<file path="config.mk">
export PLATFORM = sky130hd
export DESIGN_NAME = program_loader_flat
export DESIGN_NICKNAME = d
export VERILOG_FILES = /design/src/rtl/sap1_pkg.sv /design/src/rtl/program_loader_if.sv /design/src/rtl/loader_datapath.sv /design/src/rtl/program_loader.sv /design/src/flat_wrapper.sv
export SDC_FILE = /design/constraint.sdc
export NUM_CORES = 1
export LEC_CHECK = 0
export ABC_AREA = 1
export BUFFER_PORTS_ARGS = -buffer_cell sky130_fd_sc_hd__buf_4
export CORE_AREA = 2 2 69 71
export CTS_CLUSTER_DIAMETER = 30
export CTS_CLUSTER_SIZE = 28
export DETAILED_ROUTE_END_ITERATION = 7
export DIE_AREA = 0 0 71 73
export GPL_TIMING_DRIVEN = 0
export SLEW_MARGIN = 10
export SYNTH_ARGS = -nofsm -noshare
export SYNTH_HDL_FRONTEND = slang
export SYNTH_SLANG_ARGS = --single-unit
</file>
<file path="constraint.sdc">
create_clock -name clock -period 2.2 [get_ports clock]
set_clock_uncertainty 0.05 [all_clocks]
set_input_delay 0.44 -clock clock [delete_from_list [all_inputs] [get_ports clock]]
set_output_delay 0.44 -clock clock [all_outputs]
set_load 0.01 [all_outputs]
</file>
<file path="src/rtl/sap1_pkg.sv">
// Shared definitions for the program loader: FSM state encoding and
// default program-memory geometry.
package sap1_pkg;

    typedef enum logic [2:0] {
        IDLE,
        LOAD,
        CHECK,
        DONE,
        ERROR
    } loader_state_t;

    localparam int PROG_WORDS = 16;
    localparam int DATA_WIDTH = 8;

endpackage

</file>
<file path="src/rtl/program_loader_if.sv">
// Byte-stream input, memory write port and CPU status lines of the loader.
// master: the board-level source / testbench side. slave: the loader.
interface program_loader_if #(
    parameter int ADDR_WIDTH = 4,
    parameter int DATA_WIDTH = 8
);
    logic                  start;
    logic                  in_valid;
    logic [DATA_WIDTH-1:0] in_data;
    logic                  in_ready;
    logic                  mem_we;
    logic [ADDR_WIDTH-1:0] mem_addr;
    logic [DATA_WIDTH-1:0] mem_data;
    logic                  cpu_hold;
    logic                  done;
    logic                  error;

    modport master (
        output start, in_valid, in_data,
        input  in_ready, mem_we, mem_addr, mem_data, cpu_hold, done, error
    );

    modport slave (
        input  start, in_valid, in_data,
        output in_ready, mem_we, mem_addr, mem_data, cpu_hold, done, error
    );
endinterface

</file>
<file path="src/rtl/loader_datapath.sv">
// Word counter, running checksum and registered memory write port.
// The counter carries one extra bit so "all data words received" is just
// its MSB; it never wraps within a load because the FSM leaves the data
// phase once that bit is set.
module loader_datapath #(
    parameter int ADDR_WIDTH = 4,
    parameter int DATA_WIDTH = 8
) (
    input  logic                  clock,
    input  logic                  reset,
    input  logic                  clr,      // restart: zero counter and sum
    input  logic                  wr_en,    // data word accepted
    input  logic                  acc_en,   // checksum byte accepted
    input  logic [DATA_WIDTH-1:0] din,
    output logic [ADDR_WIDTH:0]   cnt,
    output logic [DATA_WIDTH-1:0] sum,
    output logic                  mem_we,
    output logic [ADDR_WIDTH-1:0] mem_addr,
    output logic [DATA_WIDTH-1:0] mem_data
);
    logic [ADDR_WIDTH:0]   cnt_q, cnt_d;
    logic [DATA_WIDTH-1:0] sum_q, sum_d;
    logic                  we_q, we_d;
    logic [ADDR_WIDTH-1:0] addr_q, addr_d;
    logic [DATA_WIDTH-1:0] data_q, data_d;

    // Next-state: write strobe is a single-cycle pulse per accepted word;
    // the sum wraps naturally at DATA_WIDTH bits.
    always_comb begin
        cnt_d  = cnt_q;
        sum_d  = sum_q;
        we_d   = 1'b0;
        addr_d = addr_q;
        data_d = data_q;
        if (clr) begin
            cnt_d = '0;
            sum_d = '0;
        end else if (wr_en) begin
            we_d   = 1'b1;
            addr_d = cnt_q[ADDR_WIDTH-1:0];
            data_d = din;
            cnt_d  = cnt_q + 1'b1;
            sum_d  = sum_q + din;
        end else if (acc_en) begin
            sum_d = sum_q + din;
        end
    end

    // Datapath registers; reset does not touch memory, only the write port.
    always_ff @(posedge clock or posedge reset) begin
        if (reset) begin
            cnt_q  <= '0;
            sum_q  <= '0;
            we_q   <= 1'b0;
            addr_q <= '0;
            data_q <= '0;
        end else begin
            cnt_q  <= cnt_d;
            sum_q  <= sum_d;
            we_q   <= we_d;
            addr_q <= addr_d;
            data_q <= data_d;
        end
    end

    assign cnt      = cnt_q;
    assign sum      = sum_q;
    assign mem_we   = we_q;
    assign mem_addr = addr_q;
    assign mem_data = data_q;
endmodule

</file>
<file path="src/rtl/program_loader.sv">
// Program loader: accepts a byte stream, writes it into program memory and
// keeps the CPU held in reset until a complete load (with a good trailing
// checksum when enabled) has been seen.
module program_loader #(
    parameter int ADDR_WIDTH  = $clog2(sap1_pkg::PROG_WORDS),
    parameter int DATA_WIDTH  = sap1_pkg::DATA_WIDTH,
    parameter bit CHECKSUM_EN = 1'b1
) (
    input logic              clock,
    input logic              reset,
    program_loader_if.slave  bus
);
    import sap1_pkg::loader_state_t;
    import sap1_pkg::IDLE;
    import sap1_pkg::LOAD;
    import sap1_pkg::CHECK;
    import sap1_pkg::DONE;
    import sap1_pkg::ERROR;

    loader_state_t         state_q, state_d;
    logic                  clr, wr_en, acc_en;
    logic [ADDR_WIDTH:0]   cnt;
    logic [DATA_WIDTH-1:0] sum;
    logic                  in_ready, cpu_hold, done, error;

    loader_datapath #(
        .ADDR_WIDTH (ADDR_WIDTH),
        .DATA_WIDTH (DATA_WIDTH)
    ) u_dp (
        .clock    (clock),
        .reset    (reset),
        .clr      (clr),
        .wr_en    (wr_en),
        .acc_en   (acc_en),
        .din      (bus.in_data),
        .cnt      (cnt),
        .sum      (sum),
        .mem_we   (bus.mem_we),
        .mem_addr (bus.mem_addr),
        .mem_data (bus.mem_data)
    );

    // State register.
    always_ff @(posedge clock or posedge reset) begin
        if (reset) state_q <= IDLE;
        else       state_q <= state_d;
    end

    // Next state and datapath controls. start wins over any transfer in the
    // same cycle, so a byte presented alongside start is dropped. in_ready
    // is high exactly in LOAD, so in_valid in LOAD is a transfer.
    always_comb begin
        state_d = state_q;
        clr     = 1'b0;
        wr_en   = 1'b0;
        acc_en  = 1'b0;
        if (bus.start) begin
            state_d = LOAD;
            clr     = 1'b1;
        end else begin
            case (state_q)
                LOAD: begin
                    if (bus.in_valid) begin
                        if (!cnt[ADDR_WIDTH]) begin
                            wr_en = 1'b1;
                            if (!CHECKSUM_EN && (cnt[ADDR_WIDTH-1:0] == '1))
                                state_d = DONE;
                        end else begin
                            // Only reachable with the checksum enabled.
                            acc_en  = 1'b1;
                            state_d = CHECK;
                        end
                    end
                end
                // The checksum byte is already folded into sum, so a good
                // load leaves it at zero.
                CHECK:   state_d = (sum == '0) ? DONE : ERROR;
                default: state_d = state_q;
            endcase
        end
    end

    // Status outputs decode directly from the registered state.
    always_comb begin
        in_ready = 1'b0;
        cpu_hold = 1'b1;
        done     = 1'b0;
        error    = 1'b0;
        case (state_q)
            LOAD:    in_ready = 1'b1;
            DONE: begin
                cpu_hold = 1'b0;
                done     = 1'b1;
            end
            ERROR:   error = 1'b1;
            default: in_ready = 1'b0;
        endcase
    end

    assign bus.in_ready = in_ready;
    assign bus.cpu_hold = cpu_hold;
    assign bus.done     = done;
    assign bus.error    = error;
endmodule

</file>
<file path="src/flat_wrapper.sv">
// flat-port wrapper written by rule: the top's interface ports become plain ports
module program_loader_flat import sap1_pkg::loader_state_t; import sap1_pkg::IDLE; import sap1_pkg::LOAD; import sap1_pkg::CHECK; import sap1_pkg::DONE; import sap1_pkg::ERROR;
#(
    parameter int ADDR_WIDTH  = $clog2(sap1_pkg::PROG_WORDS),
    parameter int DATA_WIDTH  = sap1_pkg::DATA_WIDTH,
    parameter bit CHECKSUM_EN = 1'b1
)
  (clock, reset, bus_start, bus_in_valid, bus_in_data, bus_in_ready, bus_mem_we, bus_mem_addr, bus_mem_data, bus_cpu_hold, bus_done, bus_error);
  program_loader_if #(.ADDR_WIDTH(ADDR_WIDTH), .DATA_WIDTH(DATA_WIDTH)) bus_i ();
  input logic clock;
  input logic reset;
  input wire logic [$bits(bus_i.start)-1:0] bus_start;
  input wire logic [$bits(bus_i.in_valid)-1:0] bus_in_valid;
  input wire logic [$bits(bus_i.in_data)-1:0] bus_in_data;
  output wire logic [$bits(bus_i.in_ready)-1:0] bus_in_ready;
  output wire logic [$bits(bus_i.mem_we)-1:0] bus_mem_we;
  output wire logic [$bits(bus_i.mem_addr)-1:0] bus_mem_addr;
  output wire logic [$bits(bus_i.mem_data)-1:0] bus_mem_data;
  output wire logic [$bits(bus_i.cpu_hold)-1:0] bus_cpu_hold;
  output wire logic [$bits(bus_i.done)-1:0] bus_done;
  output wire logic [$bits(bus_i.error)-1:0] bus_error;
  assign bus_i.start = bus_start;
  assign bus_i.in_valid = bus_in_valid;
  assign bus_i.in_data = bus_in_data;
  assign bus_in_ready = bus_i.in_ready;
  assign bus_mem_we = bus_i.mem_we;
  assign bus_mem_addr = bus_i.mem_addr;
  assign bus_mem_data = bus_i.mem_data;
  assign bus_cpu_hold = bus_i.cpu_hold;
  assign bus_done = bus_i.done;
  assign bus_error = bus_i.error;
  program_loader #(.ADDR_WIDTH(ADDR_WIDTH), .DATA_WIDTH(DATA_WIDTH), .CHECKSUM_EN(CHECKSUM_EN)) u_core (.clock(clock), .reset(reset), .bus(bus_i));
endmodule
</file>
==> results.py, run 1 <==
metrics = {
    "routing": {
        "wirelength_um": 3120,
        "dr.pass1.iters": 4,
        "vias_per_cell": 4.517,
        "detail-route-antenna-nets": 0,
        "drc": 0,
        "routedWlPerCell_um": 10.91,
        "vias": 1292,
        "first_iter_violations": 94,
    },
    "place": {
        "postPlaceCellArea_um2": 1856,
        "dp_hpwl_um": 2369,
        "gp_congestion": 0.8579,
        "dp_cells": 278,
        "numPortBuffers": 28,
        "dp_slack_ps": 337.7,
    },
    "setup_path": {
        "crit_type": "reg2out",
        "worstSetupStartpoint": "u_core.state_q[0]",
        "end_kind": "output port",
        "setup.worst_path.start_class": "register",
        "required_ps": 1710,
        "r2r-start": "u_core.u_dp.sum[0]",
        "rrSetupSlack_ps": 550,
        "r2r_end": "u_core.u_dp.sum[6]",
        "crit_arrival_ps": 1170,
        "rr_worst_depth": 8,
        "cp_max_fo": 4,
    },
    "power": {
        "p_sw_mw": 0.4019,
        "power.share.clock_pct": 34.8,
        "p_sw_share_pct": 28.83,
        "seqPwrFrac_pct": 44.1,
        "power_frac_comb_pct": 21.1,
        "p_leak_nw": 1.085,
        "ir_drop_mv": 0.1933,
        "power_density_nw_per_um2": 712.4,
        "internal-power_mw": 0.9921,
    },
    "finish": {
        "design_area_um2": 1957,
        "seq_area_um2": 725.7,
        "area_growth_pct": 24.03,
        "multi_input_area_um2": 706.9,
        "nets": 252,
        "finalNonFillerCells": 286,
        "n_antenna_cell": 0,
        "postLayoutCoreUtil_pct": 43.14,
        "drive_above_1_share_pct": 20.26,
        "fillers": 479,
    },
    "sta": {
        "fmax_mhz": 602.4,
        "final_hold_viol_count": 0,
        "setup_viol": 0,
        "worst_slew_pin_slew_ps": 1060,
        "setup_ws_ps": 540.1,
        "drv_slew": 0,
        "setup_tns_ps": 0,
        "grt_setup_unrepaired": "false",
        "fin_crit_sh_pct": 75.45,
        "relSlewSlack_pct": 28.93,
        "finalCriticalPeriod_ps": 1660,
    },
    "synth": {
        "synth_nets": 217,
        "syn_area_um2": 1578,
        "ys_types": 24,
        "syn_avg_cell_area_um2": 8.050,
        "ys_ff_latch": 29,
        "ys_warn_count": 0,
        "synth_cells": 196,
        "ys_seq_area_share_pct": 46.00,
    },
    "clock_network": {
        "root_buffer": "clkbuf_8",
        "cts_setup_buffers": 0,
        "ctsResizeCount": 0,
        "hold_buffers": 0,
        "clk_latency_ps": 280,
        "cts_buffers": 5,
        "htree_levels": 2,
        "tritoncts": "done",
        "cts_max_path_buffers": 2,
        "clock_sinks": 29,
        "clk_pin_slew_ps": 70,
    },
    "flow_run": {
        "cap_violations": 0,
    },
    "die": {
        "dieHeight_um": 73,
        "io_pins": 29,
        "fp-row-count": 25,
        "dieArea_um2": 5183,
        "fp.dieW_um": 71,
        "core_area_um2": 4536,
        "start_util_pct": 34.79,
    },
    "grt": {
        "first_global_vias": 1211,
        "grt_pass1_wl_um": 5513,
        "grt_use_met2_pct": 19.94,
        "grtUsageTotal_pct": 13.92,
        "grtUsageMet3_pct": 4.972,
        "grt_max_degree": 30,
        "grt_most_used_layer": "met2",
        "grt-ovfl-total": 0,
        "antenna_found_initial": 0,
        "use_met1_pct": 18.52,
    },
    "outcome": {
        "outcome": "finished clean",
    },
    "hold_path": {
        "min_path_type": "in2async",
    },
}
-- cells in the mapped netlist --
| cell type | instances | area, um^2 |
|---|---|---|
| nand2_1 | 71 | 266.5 |
| dfrtp_1 | 29 | 725.7 |
| inv_1 | 28 | 105.1 |
| nand3_1 | 15 | 75.07 |
| o21ai_0 | 9 | 45.04 |
| ha_1 | 8 | 100.1 |
| nor2_1 | 8 | 30.03 |
| a21oi_1 | 4 | 20.02 |
| o21ai_1 | 3 | 15.01 |
| xor2_1 | 3 | 26.28 |
| inv_2 | 2 | 7.510 |
| nand4_1 | 2 | 12.51 |
| nor3_1 | 2 | 10.01 |
| o21ai_2 | 2 | 17.52 |
| buf_6 | 1 | 11.26 |
| buf_8 | 1 | 15.01 |
| fa_1 | 1 | 20.02 |
| inv_4 | 1 | 6.260 |
| nand2_4 | 1 | 11.26 |
| nand3_2 | 1 | 10.01 |
| nand3b_1 | 1 | 7.510 |
| nor2_4 | 1 | 11.26 |
| nor2_8 | 1 | 20.02 |
| xnor2_1 | 1 | 8.760 |
-- layout make-up --
class,instances,area share [%]
Timing Repair Buffer,28,10.74
Tap cell,54,3.453
Clock inverter,1,0.2558
Multi-Input combinational cell,134,36.13
Clock buffer,7,4.923
Buffer,2,1.343
Inverter,31,6.074
Sequential cell,29,37.08
-- critical path, cell delays in order, from the launching register on --
cell and delay (ps):
dfrtp_1 390, inv_1 70, nor3_1 230, inv_1 60
buf_4 140
-- worst max path at each step --
stage / to / slack [ps] / cells past startpoint
finish: bus_cpu_hold / 540 / 4
global route: bus_cpu_hold / 420 / 4
CTS: bus_cpu_hold / 510 / 4
detailed placement: u_core.u_dp.sum[6] / 340 / 9
global placement: u_core.u_dp.sum[6] / 330 / 9
floorplan: u_core.u_dp.sum[6] / 580 / 8
-- through the flow --
stage          hold WS (ps)  total power, mW
2_1_floorplan         425.6           0.8152
3_3_place_gp          408.3           0.9155
3_5_place_dp          413.5           0.9212
4_1_cts               280.7            1.420
5_1_grt               283.2            1.484
6_report              243.0            1.394
-- logic make-up after synthesis --
| group | synth area share, % |
|---|---|
| flops | 46.00 |
| simple gates | 28.79 |
| compound gates | 6.185 |
| fa+ha+maj | 7.613 |
| xor+xnor | 2.221 |
| buf+inv | 9.199 |
-- layout by cell type (no fill, tap or decap), types with 2 or more instances in the layout --
cell,n
a21oi_1,4
buf_4,28
clkbuf_8,7
dfrtp_1,29
ha_1,8
inv_1,27
inv_2,2
nand2_1,71
nand3_1,15
nand4_1,2
nor2_1,8
nor3_1,2
o21ai_0,9
o21ai_1,3
o21ai_2,2
xor2_1,3
-- registers in the layout, summed over array words and instances (netlist names) --
signal and flops:
u_core.u_dp.mem_addr 4, u_core.u_dp.cnt 5, u_core.u_dp.sum 8, u_core.u_dp.mem_we 1
u_core.u_dp.mem_data 8, u_core.state_q 3
-- routing by layer --
layer	part of all wire [%]	wire (um)
met4	3.2	100
met1	49	1526
met2	41	1291
met5	0	0
met3	6.5	202
-- power groups by stage --
stage | sequential, mW | clock (mW) | combinational, mW
2_1_floorplan | 0.631 | 0 | 0.184
3_3_place_gp | 0.624 | 0 | 0.292
3_5_place_dp | 0.625 | 0 | 0.296
4_1_cts | 0.615 | 0.508 | 0.297
5_1_grt | 0.622 | 0.523 | 0.338
6_report | 0.614 | 0.485 | 0.294
(Power assumes the default switching activity.)
==> run 2, diff against run 1 <==
==> constraint.sdc (replaced) <==
create_clock -name clock -period 1.35 [get_ports clock]
set_clock_uncertainty 0.05 [all_clocks]
set_input_delay 0.27 -clock clock [delete_from_list [all_inputs] [get_ports clock]]
set_output_delay 0.27 -clock clock [all_outputs]
set_load 0.01 [all_outputs]
==> results.py, run 2 (synthesis results as in run 1) <==
metrics = {
    "outcome": {
        "outcome": "finished with violations",
        "violations": "negative setup slack",
    },
    "place": {
        "gp_congestion": 0.8644,
        "dp_cells": 278,
        "dp_hpwl_um": 2477,
        "postPlaceCellArea_um2": 1861,
        "numPortBuffers": 28,
    },
    "routing": {
        "drc": 0,
        "first_iter_violations": 97,
        "detail-route-antenna-nets": 0,
        "routedWlPerCell_um": 12.92,
        "dr.pass1.iters": 4,
        "vias_per_cell": 4.719,
        "dr_wl_met3_um": 175,
        "dr_wl_met2_um": 2103,
        "met1Wirelength_um": 1617,
        "wirelength_um": 3952,
        "top_layer": "met4",
        "vias": 1444,
    },
    "sta": {
        "setup_viol": 30,
        "finalCriticalPeriod_ps": 1547,
        "fin_crit_sh_pct": 114.6,
        "grt_setup_unrepaired": "true",
        "fmax_mhz": 646.2,
        "worst_slew_pin_slew_ps": 1039,
        "relSlewSlack_pct": 30.31,
        "drv_slew": 0,
        "setup_ws_ps": -197.4,
        "final_hold_viol_count": 0,
    },
    "power": {
        "p_sw_share_pct": 31.26,
        "p_sw_mw": 0.7373,
        "p_total_mw": 2.359,
        "ir_drop_mv": 0.3903,
        "p_leak_nw": 1.225,
        "seqPwrFrac_pct": 43.3,
        "power_frac_comb_pct": 27.6,
        "power.share.clock_pct": 29.0,
        "internal-power_mw": 1.621,
        "power_density_nw_per_um2": 993.7,
    },
    "finish": {
        "postLayoutCoreUtil_pct": 52.33,
        "design_area_um2": 2374,
        "nets": 272,
        "drive_above_1_share_pct": 44.84,
        "finalNonFillerCells": 306,
        "layout_commonest_cell": "nand2_1",
        "fillers": 419,
        "n_antenna_cell": 0,
        "area_growth_pct": 50.44,
        "final_cell_mix": "nand2_1 (47), buf_4 (35), dfrtp_1 (28)",
    },
    "setup_path": {
        "slowest_stage": "dfrtp_1",
        "required_ps": 1480,
        "end_kind": "register",
        "cp_top_family": "adder cells",
        "crit_chain": "ha_2 -> fa_2 -> nand2_2 -> nand3_2 -> nand3b_1 -> nand3_1 -> nand3_1 -> nand2_1",
        "cp_max_fo": 2,
        "crit_arrival_ps": 1670,
        "cpPeakStageDelay_ps": 380,
        "crit_type": "reg2reg",
        "crit_top_cell": "nand3_1",
        "worstPathBufferInverterCount": 0,
        "setup.worst_path.start_class": "register",
    },
    "die": {
        "fp-row-count": 25,
        "dieArea_um2": 5183,
        "dieHeight_um": 73,
        "start_util_pct": 34.79,
        "fp.dieW_um": 71,
        "core_area_um2": 4536,
        "io_pins": 29,
    },
    "clock_network": {
        "hold_buffers": 0,
        "htree_levels": 2,
        "cts_max_path_buffers": 2,
        "clk_latency_ps": 280,
        "cts_buffers": 5,
        "clock_sinks": 29,
        "tritoncts": "done",
        "clk_pin_slew_ps": 70,
        "root_buffer": "clkbuf_8",
    },
    "grt": {
        "grt-ovfl-total": 0,
        "grt_pass1_wl_um": 6451,
        "first_global_vias": 1386,
        "grt_max_degree": 30,
        "grtUsageTotal_pct": 16.25,
        "antenna_found_initial": 0,
    },
    "hold_path": {
        "min_path_type": "in2async",
    },
    "flow_run": {
        "cap_violations": 0,
    },
}
[run 2: changes by cell type in the layout (fill, tap and decap cells not counted), sizes merged]
| cell | change |
|---|---|
| clkbuf | -1 |
| clkinvlp | +1 |
| clkinv | +1 |
| buf | +20 |
| inv | -1 |
[run 2: power by group through the flow]
stage	clock (mW)	sequential [mW]	combinational [mW]
after floorplan	0	1.03	0.300
after global placement	0	1.02	0.476
after detailed placement	0	1.02	0.487
after CTS	0.712	1.02	0.597
after global routing	0.749	1.03	0.729
final	0.685	1.02	0.651
[run 2: per-layer routing]
layer / vias up / global-route usage, %
met3: 5 / 4.282
met1: 683 / 19.70
met5: - / 0
met4: 0 / 5.660
met2: 30 / 28.04
li1: 726 / -
[run 2: per-stage QoR]
| stage | worst slack, ps | hold WS (ps) | setup TNS [ps] |
|---|---|---|---|
| finish | -197.4 | 65.42 | -2433 |
| global route | -267.6 | 134.1 | -4401 |
| CTS | -202.8 | 119.5 | -1673 |
| detailed placement | -265.8 | 411.0 | -2992 |
| global placement | -260.0 | 407.9 | -2738 |
| floorplan | -111.1 | 283.1 | -222.0 |
[run 2: cell type report]
class                   instances  area (um^2)  share of cell area, %
clock buffers                   6        72.57                  3.057
repair buffers                 48        434.2                  18.29
well taps                      54        67.56                  2.847
inverters                      31        125.1                  5.271
plain buffers                   2        26.28                  1.107
clock inverters                 2        10.01                 0.4217
multi-input cells             134        910.9                  38.38
flip-flops and latches         29        726.9                  30.63
[run 2: timing repair]
action,CTS,global route
pin swaps,12,15
resized for setup,41,33
setup endpoints to repair,23,32
setup buffers,13,5
gates cloned,2,0
[run 2: path summary, 6_finish.rpt]
kind	end	cells past startpoint	start	slack [ps]
hold / removal	u_core.u_dp.sum[2]	2	reset	70
max in group asynchronous	u_core.state_q[0]	2	reset	660
setup reg to reg	u_core.u_dp.sum[6]	8	u_core.u_dp.sum[0]	-200
setup / recovery	u_core.u_dp.sum[6]	8	u_core.u_dp.sum[0]	-200
hold reg to reg	u_core.u_dp.mem_data[2]	2	u_core.u_dp.mem_data[2]	430
min in group clock	u_core.state_q[2]	2	bus_start	150
[run 2: worst register-to-register path: cells and delay by family (launching register included)]
family                     cells  cell delay, ps
and+or+nand+nor                6             470
DFF                            1             380
adders and majority gates      2             550
==> run 3, diff against run 2 <==
==> constraint.sdc (replaced) <==
create_clock -name clock -period 1.35 [get_ports clock]
set_clock_uncertainty 0.05 [all_clocks]
set_input_delay 0.27 -clock clock [delete_from_list [all_inputs] [get_ports clock]]
set_output_delay 0.27 -clock clock [all_outputs]
set_load 0.1 [all_outputs]
==> results.py, run 3 (synthesis results as in run 1) <==
metrics = {
    "outcome": {
        "outcome": "finished with violations",
        "violations": "negative setup slack",
    },
    "routing": {
        "drc": 0,
        "dr.pass1.iters": 4,
        "detail-route-antenna-nets": 0,
        "routedWlPerCell_um": 12.61,
        "first_iter_violations": 95,
        "wirelength_um": 3822,
        "vias_per_cell": 4.739,
        "vias": 1436,
    },
    "hold_path": {
        "min_path_type": "in2reg",
    },
    "sta": {
        "fin_crit_sh_pct": 115.3,
        "fmax_mhz": 642.4,
        "setup_viol": 30,
        "final_hold_viol_count": 0,
        "relSlewSlack_pct": 26.97,
        "drv_slew": 0,
        "grt_setup_unrepaired": "true",
        "finalCriticalPeriod_ps": 1557,
        "worst_slew_pin_slew_ps": 1094,
        "setup_tns_ps": -3856,
        "setup_ws_ps": -206.6,
    },
    "finish": {
        "nets": 269,
        "postLayoutCoreUtil_pct": 53.08,
        "n_antenna_cell": 0,
        "design_area_um2": 2407,
        "final_cell_mix": "nand2_1 (49), buf_4 (29), dfrtp_1 (28)",
        "layout_commonest_cell": "nand2_1",
        "drive_above_1_share_pct": 41.77,
        "area_growth_pct": 52.58,
    },
    "grt": {
        "grt_max_degree": 30,
        "antenna_found_initial": 0,
        "grt-ovfl-total": 0,
        "grt_pass1_wl_um": 6099,
        "first_global_vias": 1301,
        "grtUsageTotal_pct": 15.33,
    },
    "die": {
        "io_pins": 29,
        "dieHeight_um": 73,
        "start_util_pct": 34.79,
        "core_area_um2": 4536,
        "dieArea_um2": 5183,
        "fp-row-count": 25,
        "fp.dieW_um": 71,
    },
    "place": {
        "numPortBuffers": 28,
        "postPlaceCellArea_um2": 1881,
        "gp_congestion": 0.9000,
        "dp_hpwl_um": 2398,
    },
    "clock_network": {
        "cts_buffers": 5,
        "root_buffer": "clkbuf_8",
        "cts_max_path_buffers": 2,
        "htree_levels": 2,
        "clock_sinks": 29,
        "clk_pin_slew_ps": 60,
        "tritoncts": "done",
        "clk_latency_ps": 290,
    },
    "setup_path": {
        "setup.worst_path.start_class": "register",
        "crit_arrival_ps": 1240,
        "end_kind": "output port",
        "crit_type": "reg2out",
        "cp_max_fo": 4,
        "rrSetupSlack_ps": -210,
        "required_ps": 1030,
    },
    "power": {
        "power_density_nw_per_um2": 1107,
        "ir_drop_mv": 0.4042,
        "p_leak_nw": 1.252,
    },
    "flow_run": {
        "cap_violations": 0,
    },
}
## run 3: changes by cell type in the layout (fill, tap and decap cells not counted), sizes merged
cell / delta
buf: -3
clkinvlp: +2
clkbuf: -1
clkinv: -1
## run 3: layer usage
metal  up-vias  track usage [%]  part of all wire (%)
met5         -                0                     0
met4         0            6.289                   1.8
met3         8            3.867                   4.1
met2        35            24.71                    51
met1       678            19.74                    43
li1        715                -                     -
## run 3: metrics by stage
| stage | cells | power [mW] | hold WS (ps) | worst slack (ps) |
|---|---|---|---|---|
| floorplan | 196 | 1.621 | 283.1 | -912.8 |
| global placement | 278 | 1.795 | 408.9 | -263.3 |
| detailed placement | 278 | 1.804 | 413.7 | -267.2 |
| CTS | 299 | 2.593 | 112.6 | -211.4 |
| global route | 303 | 2.806 | 143.1 | -329.3 |
| finish | 303 | 2.666 | 139.1 | -206.6 |
## run 3: timing repair
action                     in CTS  in global routing
setup buffers                  11                  4
setup endpoints to repair      26                 32
gates resized for setup        32                 50
pin swaps                       3                 11
gates cloned                    2                  0
hold buffers                    0                  0
## run 3: worst max-delay path: stages, from the launching register on
cell	delay [ps]
dfrtp_2	420
inv_2	70
nor3_4	220
inv_2	70
buf_12	170
## run 3: cell type report
class	count	area, um^2
Buffer	2	30.03
Tap cell	54	67.56
Clock inverter	3	17.52
Fill cell	402	2128
Multi-Input combinational cell	134	899.6
Clock buffer	5	68.82
Timing Repair Buffer	45	465.4
Inverter	31	131.4
Sequential cell	29	726.9
## run 3: final timing paths
path | from | cells past startpoint | end
max in group asynchronous | reset | 2 | u_core.state_q[0]
worst min register to register | u_core.u_dp.mem_data[6] | 2 | u_core.u_dp.mem_data[6]
worst min-delay path | bus_start | 2 | u_core.state_q[2]
worst max register to register | u_core.u_dp.sum[0] | 8 | u_core.u_dp.sum[6]
worst max-delay path | u_core.state_q[0] | 4 | bus_cpu_hold
min in group asynchronous | reset | 2 | u_core.u_dp.mem_data[5]
## run 3: report_power, final
part	switching, mW	total, mW	leakage, nW	internal, mW
Clock	0.366	0.721	0.0439	0.355
Sequential	0.0753	1.02	0.378	0.947
Combinational	0.617	0.922	0.830	0.305
